**src/rtl/pipe_dest_tracker_if.sv**
```systemverilog
// Signal bundle between the pipeline control logic and pipe_dest_tracker:
// stage hold/flush/stall requests, the ID-stage tag, and the per-stage tag outputs.
interface pipe_dest_tracker_if;
    logic        freeze;
    logic        flush;
    logic        hazard_detected;
    logic        id_valid;
    logic [3:0]  id_dest;
    logic        id_WB_en;
    logic        id_MEM_R_en;

    logic [3:0]  EXE_dest;
    logic        EXE_WB_en;
    logic        EXE_MEM_R_en;
    logic [3:0]  MEM_dest;
    logic        MEM_WB_en;
    logic [3:0]  WB_dest;
    logic        WB_WB_en;
    logic        stall_if_id;
    logic        hazard_timeout;
    logic [15:0] stall_cycles;

    modport master (
        output freeze, flush, hazard_detected, id_valid, id_dest, id_WB_en, id_MEM_R_en,
        input  EXE_dest, EXE_WB_en, EXE_MEM_R_en, MEM_dest, MEM_WB_en,
        input  WB_dest, WB_WB_en, stall_if_id, hazard_timeout, stall_cycles
    );

    modport slave (
        input  freeze, flush, hazard_detected, id_valid, id_dest, id_WB_en, id_MEM_R_en,
        output EXE_dest, EXE_WB_en, EXE_MEM_R_en, MEM_dest, MEM_WB_en,
        output WB_dest, WB_WB_en, stall_if_id, hazard_timeout, stall_cycles
    );
endinterface

```
**src/rtl/pipe_dest_tracker.sv**
```systemverilog
// Destination-tag pipeline (EXE/MEM/WB) with stall control and a sticky stall-timeout flag.
// Optional stall-cycle counter is built only when PIPE_STALL_COUNTER_EN is defined.
//
// Timeout FSM (counts consecutive unfrozen hazard cycles):
//   state  | meaning
//   HZ_CLR | no hazard in the last unfrozen cycle
//   HZ_ONE | one consecutive hazard cycle
//   HZ_TWO | two consecutive hazard cycles
//   HZ_SAT | three or more; hazard_timeout has been raised
module pipe_dest_tracker (
    input logic               clk,
    input logic               rst,
    pipe_dest_tracker_if.slave bus
);

    typedef enum logic [1:0] {
        HZ_CLR = 2'd0,
        HZ_ONE = 2'd1,
        HZ_TWO = 2'd2,
        HZ_SAT = 2'd3
    } hz_state_t;

    hz_state_t  hz_state;
    hz_state_t  hz_state_nxt;
    logic       timeout_set;
    logic       timeout_q;

    logic [3:0] exe_dest;
    logic       exe_wb_en;
    logic       exe_mem_r_en;
    logic [3:0] mem_dest;
    logic       mem_wb_en;
    logic [3:0] wb_dest;
    logic       wb_wb_en;

    logic       advance;
    logic       bubble_in;

    assign advance   = ~bus.freeze;
    // flush and hazard together still produce exactly one bubble
    assign bubble_in = bus.flush | bus.hazard_detected | ~bus.id_valid;

    assign bus.stall_if_id = bus.hazard_detected & ~bus.flush;

    always_ff @(posedge clk) begin
        if (rst) begin
            exe_dest     <= 4'd0;
            exe_wb_en    <= 1'b0;
            exe_mem_r_en <= 1'b0;
            mem_dest     <= 4'd0;
            mem_wb_en    <= 1'b0;
            wb_dest      <= 4'd0;
            wb_wb_en     <= 1'b0;
        end else if (advance) begin
            wb_dest   <= mem_dest;
            wb_wb_en  <= mem_wb_en;
            mem_dest  <= exe_dest;
            mem_wb_en <= exe_wb_en;
            if (bubble_in) begin
                exe_dest     <= 4'd0;
                exe_wb_en    <= 1'b0;
                exe_mem_r_en <= 1'b0;
            end else begin
                exe_dest     <= bus.id_dest;
                exe_wb_en    <= bus.id_WB_en;
                exe_mem_r_en <= bus.id_MEM_R_en;
            end
        end
    end

    always_ff @(posedge clk) begin
        if (rst) begin
            hz_state  <= HZ_CLR;
            timeout_q <= 1'b0;
        end else begin
            hz_state <= hz_state_nxt;
            if (timeout_set) begin
                timeout_q <= 1'b1;
            end
        end
    end

    // A frozen cycle neither advances nor clears the count; flush alone does not clear it
    always_comb begin
        hz_state_nxt = hz_state;
        timeout_set  = 1'b0;
        if (!bus.freeze) begin
            if (bus.hazard_detected) begin
                case (hz_state)
                    HZ_CLR:  hz_state_nxt = HZ_ONE;
                    HZ_ONE:  hz_state_nxt = HZ_TWO;
                    HZ_TWO: begin
                        hz_state_nxt = HZ_SAT;
                        timeout_set  = 1'b1;
                    end
                    HZ_SAT: begin
                        hz_state_nxt = HZ_SAT;
                        timeout_set  = 1'b1;
                    end
                    default: hz_state_nxt = HZ_CLR;
                endcase
            end else begin
                hz_state_nxt = HZ_CLR;
            end
        end
    end

`ifdef PIPE_STALL_COUNTER_EN
    logic [15:0] stall_cnt;

    always_ff @(posedge clk) begin
        if (rst) begin
            stall_cnt <= 16'd0;
        end else if (advance && bus.stall_if_id && (stall_cnt != 16'hFFFF)) begin
            stall_cnt <= stall_cnt + 16'd1;
        end
    end

    assign bus.stall_cycles = stall_cnt;
`else
    assign bus.stall_cycles = 16'h0000;
`endif

    assign bus.EXE_dest       = exe_dest;
    assign bus.EXE_WB_en      = exe_wb_en;
    assign bus.EXE_MEM_R_en   = exe_mem_r_en;
    assign bus.MEM_dest       = mem_dest;
    assign bus.MEM_WB_en      = mem_wb_en;
    assign bus.WB_dest        = wb_dest;
    assign bus.WB_WB_en       = wb_wb_en;
    assign bus.hazard_timeout = timeout_q;

endmodule

```
**src/flat_wrapper.sv**
```systemverilog
// flat-port wrapper written by rule: the top's interface ports become plain ports
module pipe_dest_tracker_flat 
  (clk, rst, bus_freeze, bus_flush, bus_hazard_detected, bus_id_valid, bus_id_dest, bus_id_WB_en, bus_id_MEM_R_en, bus_EXE_dest, bus_EXE_WB_en, bus_EXE_MEM_R_en, bus_MEM_dest, bus_MEM_WB_en, bus_WB_dest, bus_WB_WB_en, bus_stall_if_id, bus_hazard_timeout, bus_stall_cycles);
  pipe_dest_tracker_if bus_i ();
  input logic clk;
  input logic rst;
  input wire logic [$bits(bus_i.freeze)-1:0] bus_freeze;
  input wire logic [$bits(bus_i.flush)-1:0] bus_flush;
  input wire logic [$bits(bus_i.hazard_detected)-1:0] bus_hazard_detected;
  input wire logic [$bits(bus_i.id_valid)-1:0] bus_id_valid;
  input wire logic [$bits(bus_i.id_dest)-1:0] bus_id_dest;
  input wire logic [$bits(bus_i.id_WB_en)-1:0] bus_id_WB_en;
  input wire logic [$bits(bus_i.id_MEM_R_en)-1:0] bus_id_MEM_R_en;
  output wire logic [$bits(bus_i.EXE_dest)-1:0] bus_EXE_dest;
  output wire logic [$bits(bus_i.EXE_WB_en)-1:0] bus_EXE_WB_en;
  output wire logic [$bits(bus_i.EXE_MEM_R_en)-1:0] bus_EXE_MEM_R_en;
  output wire logic [$bits(bus_i.MEM_dest)-1:0] bus_MEM_dest;
  output wire logic [$bits(bus_i.MEM_WB_en)-1:0] bus_MEM_WB_en;
  output wire logic [$bits(bus_i.WB_dest)-1:0] bus_WB_dest;
  output wire logic [$bits(bus_i.WB_WB_en)-1:0] bus_WB_WB_en;
  output wire logic [$bits(bus_i.stall_if_id)-1:0] bus_stall_if_id;
  output wire logic [$bits(bus_i.hazard_timeout)-1:0] bus_hazard_timeout;
  output wire logic [$bits(bus_i.stall_cycles)-1:0] bus_stall_cycles;
  assign bus_i.freeze = bus_freeze;
  assign bus_i.flush = bus_flush;
  assign bus_i.hazard_detected = bus_hazard_detected;
  assign bus_i.id_valid = bus_id_valid;
  assign bus_i.id_dest = bus_id_dest;
  assign bus_i.id_WB_en = bus_id_WB_en;
  assign bus_i.id_MEM_R_en = bus_id_MEM_R_en;
  assign bus_EXE_dest = bus_i.EXE_dest;
  assign bus_EXE_WB_en = bus_i.EXE_WB_en;
  assign bus_EXE_MEM_R_en = bus_i.EXE_MEM_R_en;
  assign bus_MEM_dest = bus_i.MEM_dest;
  assign bus_MEM_WB_en = bus_i.MEM_WB_en;
  assign bus_WB_dest = bus_i.WB_dest;
  assign bus_WB_WB_en = bus_i.WB_WB_en;
  assign bus_stall_if_id = bus_i.stall_if_id;
  assign bus_hazard_timeout = bus_i.hazard_timeout;
  assign bus_stall_cycles = bus_i.stall_cycles;
  pipe_dest_tracker u_core (.clk(clk), .rst(rst), .bus(bus_i));
endmodule
```
**config.mk**
```make
export PLATFORM = sky130hd
export DESIGN_NAME = pipe_dest_tracker_flat
export DESIGN_NICKNAME = d
export VERILOG_FILES = /design/src/rtl/pipe_dest_tracker_if.sv /design/src/rtl/pipe_dest_tracker.sv /design/src/flat_wrapper.sv
export SDC_FILE = /design/constraint.sdc
export NUM_CORES = 1
export LEC_CHECK = 0
export CAP_MARGIN = 20
export CORE_MARGIN = 2
export CORE_UTILIZATION = 39
export DETAILED_ROUTE_END_ITERATION = 12
export HOLD_SLACK_MARGIN = 0.03
export PLACE_DENSITY = 0.87
export SLEW_MARGIN = 15
export SYNTH_ARGS = -nofsm -noshare
export SYNTH_HDL_FRONTEND = slang
export SYNTH_SLANG_ARGS = --single-unit
```
**constraint.sdc**
```tcl
create_clock -name clk -period 1.7 [get_ports clk]
set_input_delay 0.425 -clock clk [delete_from_list [all_inputs] [get_ports clk]]
set_output_delay 0.425 -clock clk [all_outputs]
set_load 0.03 [all_outputs]
```
* Word-level counts from Yosys, hierarchy flattened *
Index checks and enable logic that the tools add are counted.

operators by class
  multiplexer cells = 8
  bitwise logic cells = 5
  equality and inequality tests = 3
  reduce and logical (&&, ||, !) cells = 2

operators with widths
  cell                number
  $pmux 2 s3          1
  $mux 1              5
  $eq 2x2->1 const B  2
  $mux 4              1
  $eq 2x1->1 const B  1
  $logic_not 2->1     1
  $mux 2              1
  $not 1->1           2
  $or 1x1->1          2
  $reduce_or 2->1     1
  $and 1x1->1         1

word-level totals
  output and inout port bits = 34
  flip-flop bits (word level) = 19

* Logic depth before layout (Yosys ltp) *
Gate-level depths: netlist (run 1).

  depth in word-level cells = 5
  mapped depth = 3

* Worst setup path after synthesis (run 1) *
No wires, ideal clock.

  path type = input port to output port
  start point = in bus_hazard_detected
  end point = out bus_stall_if_id
  stages on the path = 1
  arrival = 0.880 ns
  slack = 0.395 ns
  buffers on the path = 0
  cell sequence = nor2b_1

between the ends
  word-level cells in the longest chain between the ends = 1

ends and longest elaborated chain
  item             line                     RTL
  start, declared  flat_wrapper.sv:9        input wire logic [$bits(bus_i.hazard_detected)-1:0] bus_hazard_detected;
  $and 1x1->1      pipe_dest_tracker.sv:43  assign bus.stall_if_id = bus.hazard_detected & ~bus.flush;
  end, declared    flat_wrapper.sv:21       output wire logic [$bits(bus_i.stall_if_id)-1:0] bus_stall_if_id;

Every way passes these cells.

* Worst setup path after layout (run 1) *
  start point = in bus_flush
  end point = out bus_stall_if_id

between the ends
  word-level cells in the longest chain between the ends = 2

ends and longest elaborated chain
  item             line                     RTL
  start, declared  flat_wrapper.sv:8        input wire logic [$bits(bus_i.flush)-1:0] bus_flush;
  $not 1->1        pipe_dest_tracker.sv:43
  $and 1x1->1      pipe_dest_tracker.sv:43

Every way passes these cells.

==> flow_metrics.tcl, run 1 <==
set metrics [dict create \
    cts_tree "built" \
    root_buffer "clkbuf_4" \
    outcome "finished clean" \
    drive_above_1_share_pct 12.17 \
    cts_hold_buf 0 \
    finalHoldViolCount 0 \
    antenna_found_initial 0 \
    yosysSeqAreaShare_pct 48.80 \
    synth_area_leaders "dfxtp_1, buf_4, mux2i_1, a22o_1, nor2_1" \
    ant_nets 0 \
    rr_endpoint "u_core.hz_state[0]$_SDFFE_PP0N_" \
    hold_slack_ns 0.4677 \
    end_kind "output pin" \
    hold_path_class "input port to flop" \
    layout_commonest_cell "dfxtp_1" \
    clock_path_buffers 2 \
    critPathKind "input port to output pin" \
    r2r_start "u_core.hz_state[1]$_SDFFE_PP0N_" \
    startpoint "bus_flush" \
    netlist_instances 77 \
    grt_max_degree 11 \
    diodes 0 \
    period_share_pct 91.89 \
    setup_viol 0 \
    final_cells 142 \
    finalPower_uw 808.7 \
    fmax_mhz 640.1 \
    path_buf_inv 2 \
    period_minus_slack_ns 1.562 \
    yosysWarningCount 0 \
    vias 612 \
    grt_usage_pct 13.87 \
    drt-total-wl_um 1496 \
    first_global_vias 584 \
    nFillCells 197 \
    cts.sinks 19 \
    startpoint_type "input port" \
    syn-cell-area_um2 779.5 \
    fin_ws_ns 0.1378 \
    boundaryPins 46 \
    drt_pass1_iterations 2 \
    numCtsBuffers 3 \
    cp_top_family "buffers and inverters" \
    required_ns 1.27 \
    cts-htree-levels 1 \
    power_density_nw_per_um2 739.5 \
    die_w_um 48.71 \
    drv_slew 0 \
    holdCritStartpoint "bus_hazard_detected" \
    nets 128 \
    rsz0062_at_grt "no" \
    start_util_pct 40.56 \
    areaGrowthSynthToFinish_pct 40.29 \
    avgSynthCellArea_um2 10.12 \
    gp_congestion 0.6907 \
    core_um2 1922 \
    yosysTopAreaCell "dfxtp_1" \
    grt_pass1_wl_um 2477 \
    viasPerCell 4.310 \
    clock_latency_ns 0.28 \
    r2r_slack_ns 0.97 \
    path_max_fanout 2 \
    regArea_um2 380.4 \
    post-place-ws_ns 0.01813 \
    placedCellCount 138 \
    cp_slowest_cell "clkdlybuf4s50_1" \
    multi_input_area_um2 320.3 \
    skew_ns 0.0004739 \
    ys_types 16 \
    synth_top_area_share_pct 48.80 \
    dpl.hpwl_um 1217 \
    cpPeakStageDelay_ns 0.43 \
    port_buffers 29 \
    grt-ovfl-total 0 \
    fin_util_pct 56.90 \
    p_leak_nw 0.5721 \
    crit_chain "clkdlybuf4s50_1, nor2b_1, buf_4" \
    vdd_drop_max_mv 0.4456 \
    ff2ff_path_depth 3 \
    ys_seq_elements 19 \
    design_area_um2 1094 \
    worstPathArrival_ns 1.14 \
    hold_depth 3 \
    dr.first_iter.drc_count 1 \
    die_h_um 48.71 \
    timing.setup.tns_ns 0 \
    cap_viol_max_count 0 \
    placedInstanceArea_um2 1086 \
    clkSlewWorstSetupHoldPaths_ns 0.10 \
    final_cell_mix "dfxtp_1, dlygate4sd2_1, conb_1" \
    rows 16 \
    wl_per_cell_um 10.54 \
    detail_route.drc_violations 0 \
    fp.dieArea_um2 2372 \
    whs_endpoint "u_core.hz_state[0]$_SDFFE_PP0N_" \
]
state kept, by name (all words and copies together), names as in the netlist:
signal / cells
u_core.hz_state: 2
u_core.bus.WB_WB_en: 1
u_core.bus.hazard_timeout: 1
u_core.bus.EXE_WB_en: 1
u_core.bus.WB_dest: 4
u_core.bus.MEM_WB_en: 1
u_core.bus.EXE_dest: 4
u_core.bus.EXE_MEM_R_en: 1
u_core.bus.MEM_dest: 4
power breakdown:
| part | internal [mW] | switching [mW] | total (mW) |
|---|---|---|---|
| Combinational | 0.0500 | 0.0842 | 0.134 |
| Sequential | 0.450 | 0.00380 | 0.454 |
| Clock | 0.0911 | 0.129 | 0.220 |
routing by layer:
| layer | up-vias | wire length (µm) | global-route usage (%) |
|---|---|---|---|
| met1 | 276 | 584 | 14.79 |
| met4 | 0 | 9 | 7.143 |
| li1 | 305 | - | - |
| met2 | 29 | 803 | 24.43 |
| met3 | 2 | 99 | 4.321 |
| met5 | - | 0 | 0 |
worst reg2reg max path, delay by kind of cell, from the launching register on:
kind / cells / cell delay (ns)
and+or+nand+nor: 2 / 0.18
DFF: 1 / 0.37
AOI/OAI and AO/OA: 1 / 0.12
synthesized netlist by cell type, drive strengths merged:
cell and count:
nor2b 1, nor2 13, nand2 1, a21oi 2, conb 1, buf 17, a31oi 1, nand2b 1
clkbuf 1, nor3 1, and4bb 1, a22o 6, mux2i 10, inv 1, dfxtp 19, nand3 1
repair_timing:
item,in CTS,in global routing
gates resized for setup,17,1
buffers inserted,0,0
pin swaps,0,0
gates cloned,0,0
endpoints found under the setup margin,17,1
cell type report:
class                   count  share of cell area, %
flip-flops and latches     19                  34.78
multi-input cells          54                  29.29
well taps                  27                  3.089
clock buffers               4                  2.403
inverters                   1                 0.3432
repair buffers             37                  30.09
how the worst max path moves through the flow:
stage | endpoint | slack (ns) | depth (start not counted)
finish | bus_stall_if_id | 0.14 | 3
global placement | bus_stall_if_id | 0.05 | 3
detailed placement | bus_stall_if_id | 0.02 | 3
floorplan | bus_stall_if_id | 0.39 | 1
global route | bus_stall_if_id | 0.11 | 3
CTS | bus_stall_if_id | 0.02 | 3
kinds of logic after synthesis:
family	share of synthesized area, %
buffers and inverters	17.33
and+or+nand+nor	11.72
AOI/OAI and AO/OA	8.829
DFF	48.80
other	0.4811
muxes	12.84
No activity file was read; power rests on OpenSTA's default activity.
==> run 2, diff against run 1 <==
Settings changed: GPL_ROUTABILITY_DRIVEN from default to 1, REMOVE_ABC_BUFFERS from default to 1.
==> flow_metrics.tcl, run 2 (synthesis gave the netlist of run 1 again) <==
set metrics [dict create \
    die_w_um 48.71 \
    crit_chain "clkdlybuf4s50_1, nor2b_1, buf_4" \
    holdCritStartpoint "bus_hazard_detected" \
    postCtsSetupRepairBufs 0 \
    dr.first_iter.drc_count 3 \
    cpPeakStageDelay_ns 0.42 \
    p_comb_share_pct 16.7 \
    p_sw_uw 219.2 \
    drv_slew 0 \
    post-place-ws_ns 0.02691 \
    die_h_um 48.71 \
    path_max_fanout 2 \
    start_util_pct 40.56 \
    p_leak_nw 0.5748 \
    vias 621 \
    end_kind "output pin" \
    power.share.clock_pct 27.0 \
    r2r_start "u_core.hz_state[1]$_SDFFE_PP0N_" \
    ant_nets 0 \
    gp_congestion 0.6961 \
    boundaryPins 46 \
    p_sw_share_pct 27.17 \
    cp_top_family "buffers and inverters" \
    final_cell_mix "dfxtp_1, dlygate4sd2_1, conb_1" \
    worstPathArrival_ns 1.13 \
    setup_viol 0 \
    nets 128 \
    dpl.hpwl_um 1177 \
    port_buffers 29 \
    period_share_pct 91.23 \
    timing.setup.tns_ns 0 \
    layout_commonest_cell "dfxtp_1" \
    diodes 0 \
    hold_depth 3 \
    areaGrowthSynthToFinish_pct 40.45 \
    wl_per_cell_um 10.67 \
    core_um2 1922 \
    fp.dieArea_um2 2372 \
    cts-htree-levels 1 \
    seqPwrFrac_pct 56.3 \
    cap_viol_max_count 0 \
    path_buf_inv 2 \
    rsz0062_at_grt "no" \
    rr_endpoint "u_core.hz_state[0]$_SDFFE_PP0N_" \
    grt_max_degree 12 \
    rows 16 \
    power_density_nw_per_um2 736.9 \
    viasPerCell 4.373 \
    r2r_slack_ns 0.92 \
    outcome "finished clean" \
    detail_route.drc_violations 0 \
    startpoint_type "input port" \
    cts_tree "built" \
    whs_endpoint "u_core.bus.hazard_timeout$_SDFFE_PP0P_" \
    finalHoldViolCount 0 \
    drive_above_1_share_pct 13.04 \
    numCtsBuffers 3 \
    intPower_uw 587.6 \
    ff2ff_path_depth 3 \
    fmax_mhz 644.8 \
    grt_pass1_wl_um 2511 \
    root_buffer "clkbuf_4" \
    placedCellCount 138 \
    grt_usage_pct 13.84 \
    critPathKind "input port to output pin" \
    cp_slowest_cell "clkdlybuf4s50_1" \
    first_global_vias 606 \
    fin_ws_ns 0.1491 \
    grt-ovfl-total 0 \
    cts.sinks 19 \
    clock_path_buffers 2 \
    drt-total-wl_um 1515 \
    skew_ns 0.003309 \
    period_minus_slack_ns 1.551 \
    clkSlewWorstSetupHoldPaths_ns 0.10 \
    hold_path_class "input port to flop" \
    final_cells 142 \
    antenna_found_initial 0 \
    vdd_drop_max_mv 0.4854 \
    drt_pass1_iterations 4 \
    clock_latency_ns 0.29 \
    required_ns 1.27 \
]
==> run 2: changes by cell type in the layout (fill, tap and decap cells not counted), sizes merged <==
cell / change
clkinv: +1
clkbuf: -1
==> run 2: tightest hold or removal path: cells and delay by family <==
kind | cells | cell delay [ns]
compound gates | 1 | 0.09
simple gates | 1 | 0.07
buf+inv | 1 | 0.14
==> run 2: stage by stage <==
stage               power, mW  utilization (%)  hold slack (ns)  area [µm²]
global placement       0.5992            56.51           0.4578        1086
detailed placement     0.6014            56.51           0.4607        1086
floorplan              0.5373                -           0.4507       704.4
global route           0.8527            56.97           0.4705        1095
CTS                    0.8242            56.84           0.4847        1092
finish                 0.8067            56.97           0.4703        1095
==> run 2: what timing repair did <==
item / 4_1_cts / 5_1_grt
endpoints found under the setup margin: 17 / 1
gates resized for setup: 17 / 1
hold buffers: 0 / 0
pin swaps: 0 / 0
==> run 2: layout make-up <==
type | count | area, µm²
fill | 198 | 827.0
clock inverter | 1 | 5.005
timing repair buffer | 37 | 329.1
multi-input combinational | 54 | 320.3
sequential | 19 | 380.4
clock buffer | 3 | 22.52
inverter | 1 | 3.754
tap | 27 | 33.78
==> run 2: worst max path at each step <==
stage,from,endpoint,slack [ns],cells past startpoint
floorplan,bus_hazard_detected,bus_stall_if_id,0.39,1
global placement,bus_hazard_detected,bus_stall_if_id,0.04,3
detailed placement,bus_freeze,u_core.bus.EXE_dest[1]$_SDFFE_PP0N_,0.03,4
CTS,bus_hazard_detected,bus_stall_if_id,0.03,3
global route,u_core.bus.EXE_dest[1]$_SDFFE_PP0N_,bus_EXE_dest[1],0.13,1
finish,bus_flush,bus_stall_if_id,0.15,3
==> run 2: routing by layer <==
layer / vias to the layer above / wire [µm] / global-route usage (%)
met4: 0 / 8 / 8.095
met1: 288 / 628 / 14.48
li1: 305 / - / -
met2: 26 / 787 / 24.66
met3: 2 / 91 / 3.704
met5: - / 0 / 0
==> run 2: power groups by stage <==
stage / Sequential, mW / Combinational (mW) / Clock [mW]
floorplan: 0.471 / 0.0666 / 0
global placement: 0.464 / 0.135 / 0
detailed placement: 0.465 / 0.137 / 0
CTS: 0.454 / 0.135 / 0.235
global route: 0.455 / 0.143 / 0.254
finish: 0.454 / 0.135 / 0.218
==> run 3, diff against run 2 <==
Settings changed: SKIP_CTS_REPAIR_TIMING from default to 1.
==> flow_metrics.tcl, run 3 (synthesis gave the netlist of run 1 again) <==
set metrics [dict create \
    placedInstanceArea_um2 1086 \
    root_buffer "clkbuf_4" \
    boundaryPins 46 \
    path_max_fanout 2 \
    p_leak_nw 0.8088 \
    hold_slack_ns 0.4684 \
    layout_commonest_cell "dfxtp_1" \
    clock_latency_ns 0.29 \
    antenna_found_initial 0 \
    nets 128 \
    drv_slew 0 \
    multi_input_area_um2 320.3 \
    finalHoldViolCount 0 \
    placedCellCount 138 \
    required_ns 1.27 \
    final_cells 142 \
    cts.sinks 19 \
    path_buf_inv 2 \
    die_h_um 48.71 \
    drt_pass1_iterations 4 \
    r2r_slack_ns 0.90 \
    core_um2 1922 \
    finalPower_uw 808.5 \
    clock_path_buffers 2 \
    worstPathArrival_ns 1.13 \
    hold_path_class "input port to flop" \
    grt_max_degree 12 \
    post-place-ws_ns 0.02691 \
    outcome "finished clean" \
    areaGrowthSynthToFinish_pct 48.64 \
    end_kind "output pin" \
    skew_ns 0.0006511 \
    dr.first_iter.drc_count 3 \
    numCtsBuffers 3 \
    cp_slowest_cell "clkdlybuf4s50_1" \
    wl_per_cell_um 11.08 \
    power_density_nw_per_um2 697.8 \
    period_minus_slack_ns 1.551 \
    period_share_pct 91.23 \
    vias 622 \
    grt-ovfl-total 0 \
    fp.dieArea_um2 2372 \
    crit_chain "clkdlybuf4s50_1, nor2b_1, buf_4" \
    first_global_vias 603 \
    cts-htree-levels 1 \
    cp_top_family "buffers and inverters" \
    diodes 0 \
    regArea_um2 380.4 \
    gp_congestion 0.6961 \
    vdd_drop_max_mv 0.4879 \
    die_w_um 48.71 \
    rows 16 \
    detail_route.drc_violations 0 \
    fin_util_pct 60.29 \
    rsz0062_at_grt "no" \
    grt_usage_pct 13.70 \
    start_util_pct 40.56 \
    critPathKind "input port to output pin" \
    timing.setup.tns_ns 0 \
    clkSlewWorstSetupHoldPaths_ns 0.10 \
    fin_ws_ns 0.1491 \
    cpPeakStageDelay_ns 0.42 \
    port_buffers 29 \
    setup_viol 0 \
    drive_above_1_share_pct 13.04 \
    nFillCells 187 \
    grt_pass1_wl_um 2484 \
    cap_viol_max_count 0 \
    drt-total-wl_um 1574 \
    startpoint_type "input port" \
    viasPerCell 4.380 \
    dpl.hpwl_um 1177 \
    design_area_um2 1159 \
    final_cell_mix "dfxtp_1, dlymetal6s2s_1, conb_1" \
    ant_nets 0 \
    cts_tree "built" \
    fmax_mhz 644.8 \
]
run 3: cell count changes in the layout (fill, tap and decap cells not counted), sizes merged:
cell          change
dlygate4sd2      -17
dlymetal6s2s     +17
run 3: worst paths after layout:
| kind | startpoint | end | cells after the start |
|---|---|---|---|
| setup / recovery | bus_flush | bus_stall_if_id | 3 |
| hold / removal | bus_hazard_detected | u_core.bus.hazard_timeout$_SDFFE_PP0P_ | 3 |
| setup reg to reg | u_core.hz_state[1]$_SDFFE_PP0N_ | u_core.hz_state[0]$_SDFFE_PP0N_ | 3 |
| hold reg to reg | u_core.bus.hazard_timeout$_SDFFE_PP0P_ | u_core.bus.hazard_timeout$_SDFFE_PP0P_ | 2 |
run 3: power breakdown:
| part | switching (mW) | total [mW] | leakage [nW] | internal (mW) |
|---|---|---|---|---|
| Sequential | 0.00405 | 0.454 | 0.153 | 0.450 |
| Clock | 0.130 | 0.217 | 0.0177 | 0.0873 |
| Combinational | 0.0850 | 0.137 | 0.638 | 0.0516 |
run 3: worst reg2reg max path, stage by stage, from the launching register on:
cell      delay (ns)
dfxtp_1         0.38
nand2b_1        0.14
nand3_1         0.09
a21oi_1         0.14
run 3: layout make-up:
| cell class | instances | area share, % |
|---|---|---|
| Inverter | 1 | 0.3240 |
| Tap cell | 27 | 2.916 |
| Sequential cell | 19 | 32.83 |
| Clock buffer | 3 | 1.944 |
| Clock inverter | 1 | 0.4320 |
| Timing Repair Buffer | 37 | 33.91 |
| Multi-Input combinational cell | 54 | 27.65 |
run 3: metal layers:
layer / track usage [%] / vias up / share of wire [%] / wire (µm)
met3: 3.704 / 2 / 6.2 / 97
met5: 0 / - / 0 / 0
li1: - / 306 / - / -
met1: 14.48 / 288 / 42 / 664
met4: 8.095 / 0 / 0.51 / 8
met2: 24.20 / 26 / 51 / 804
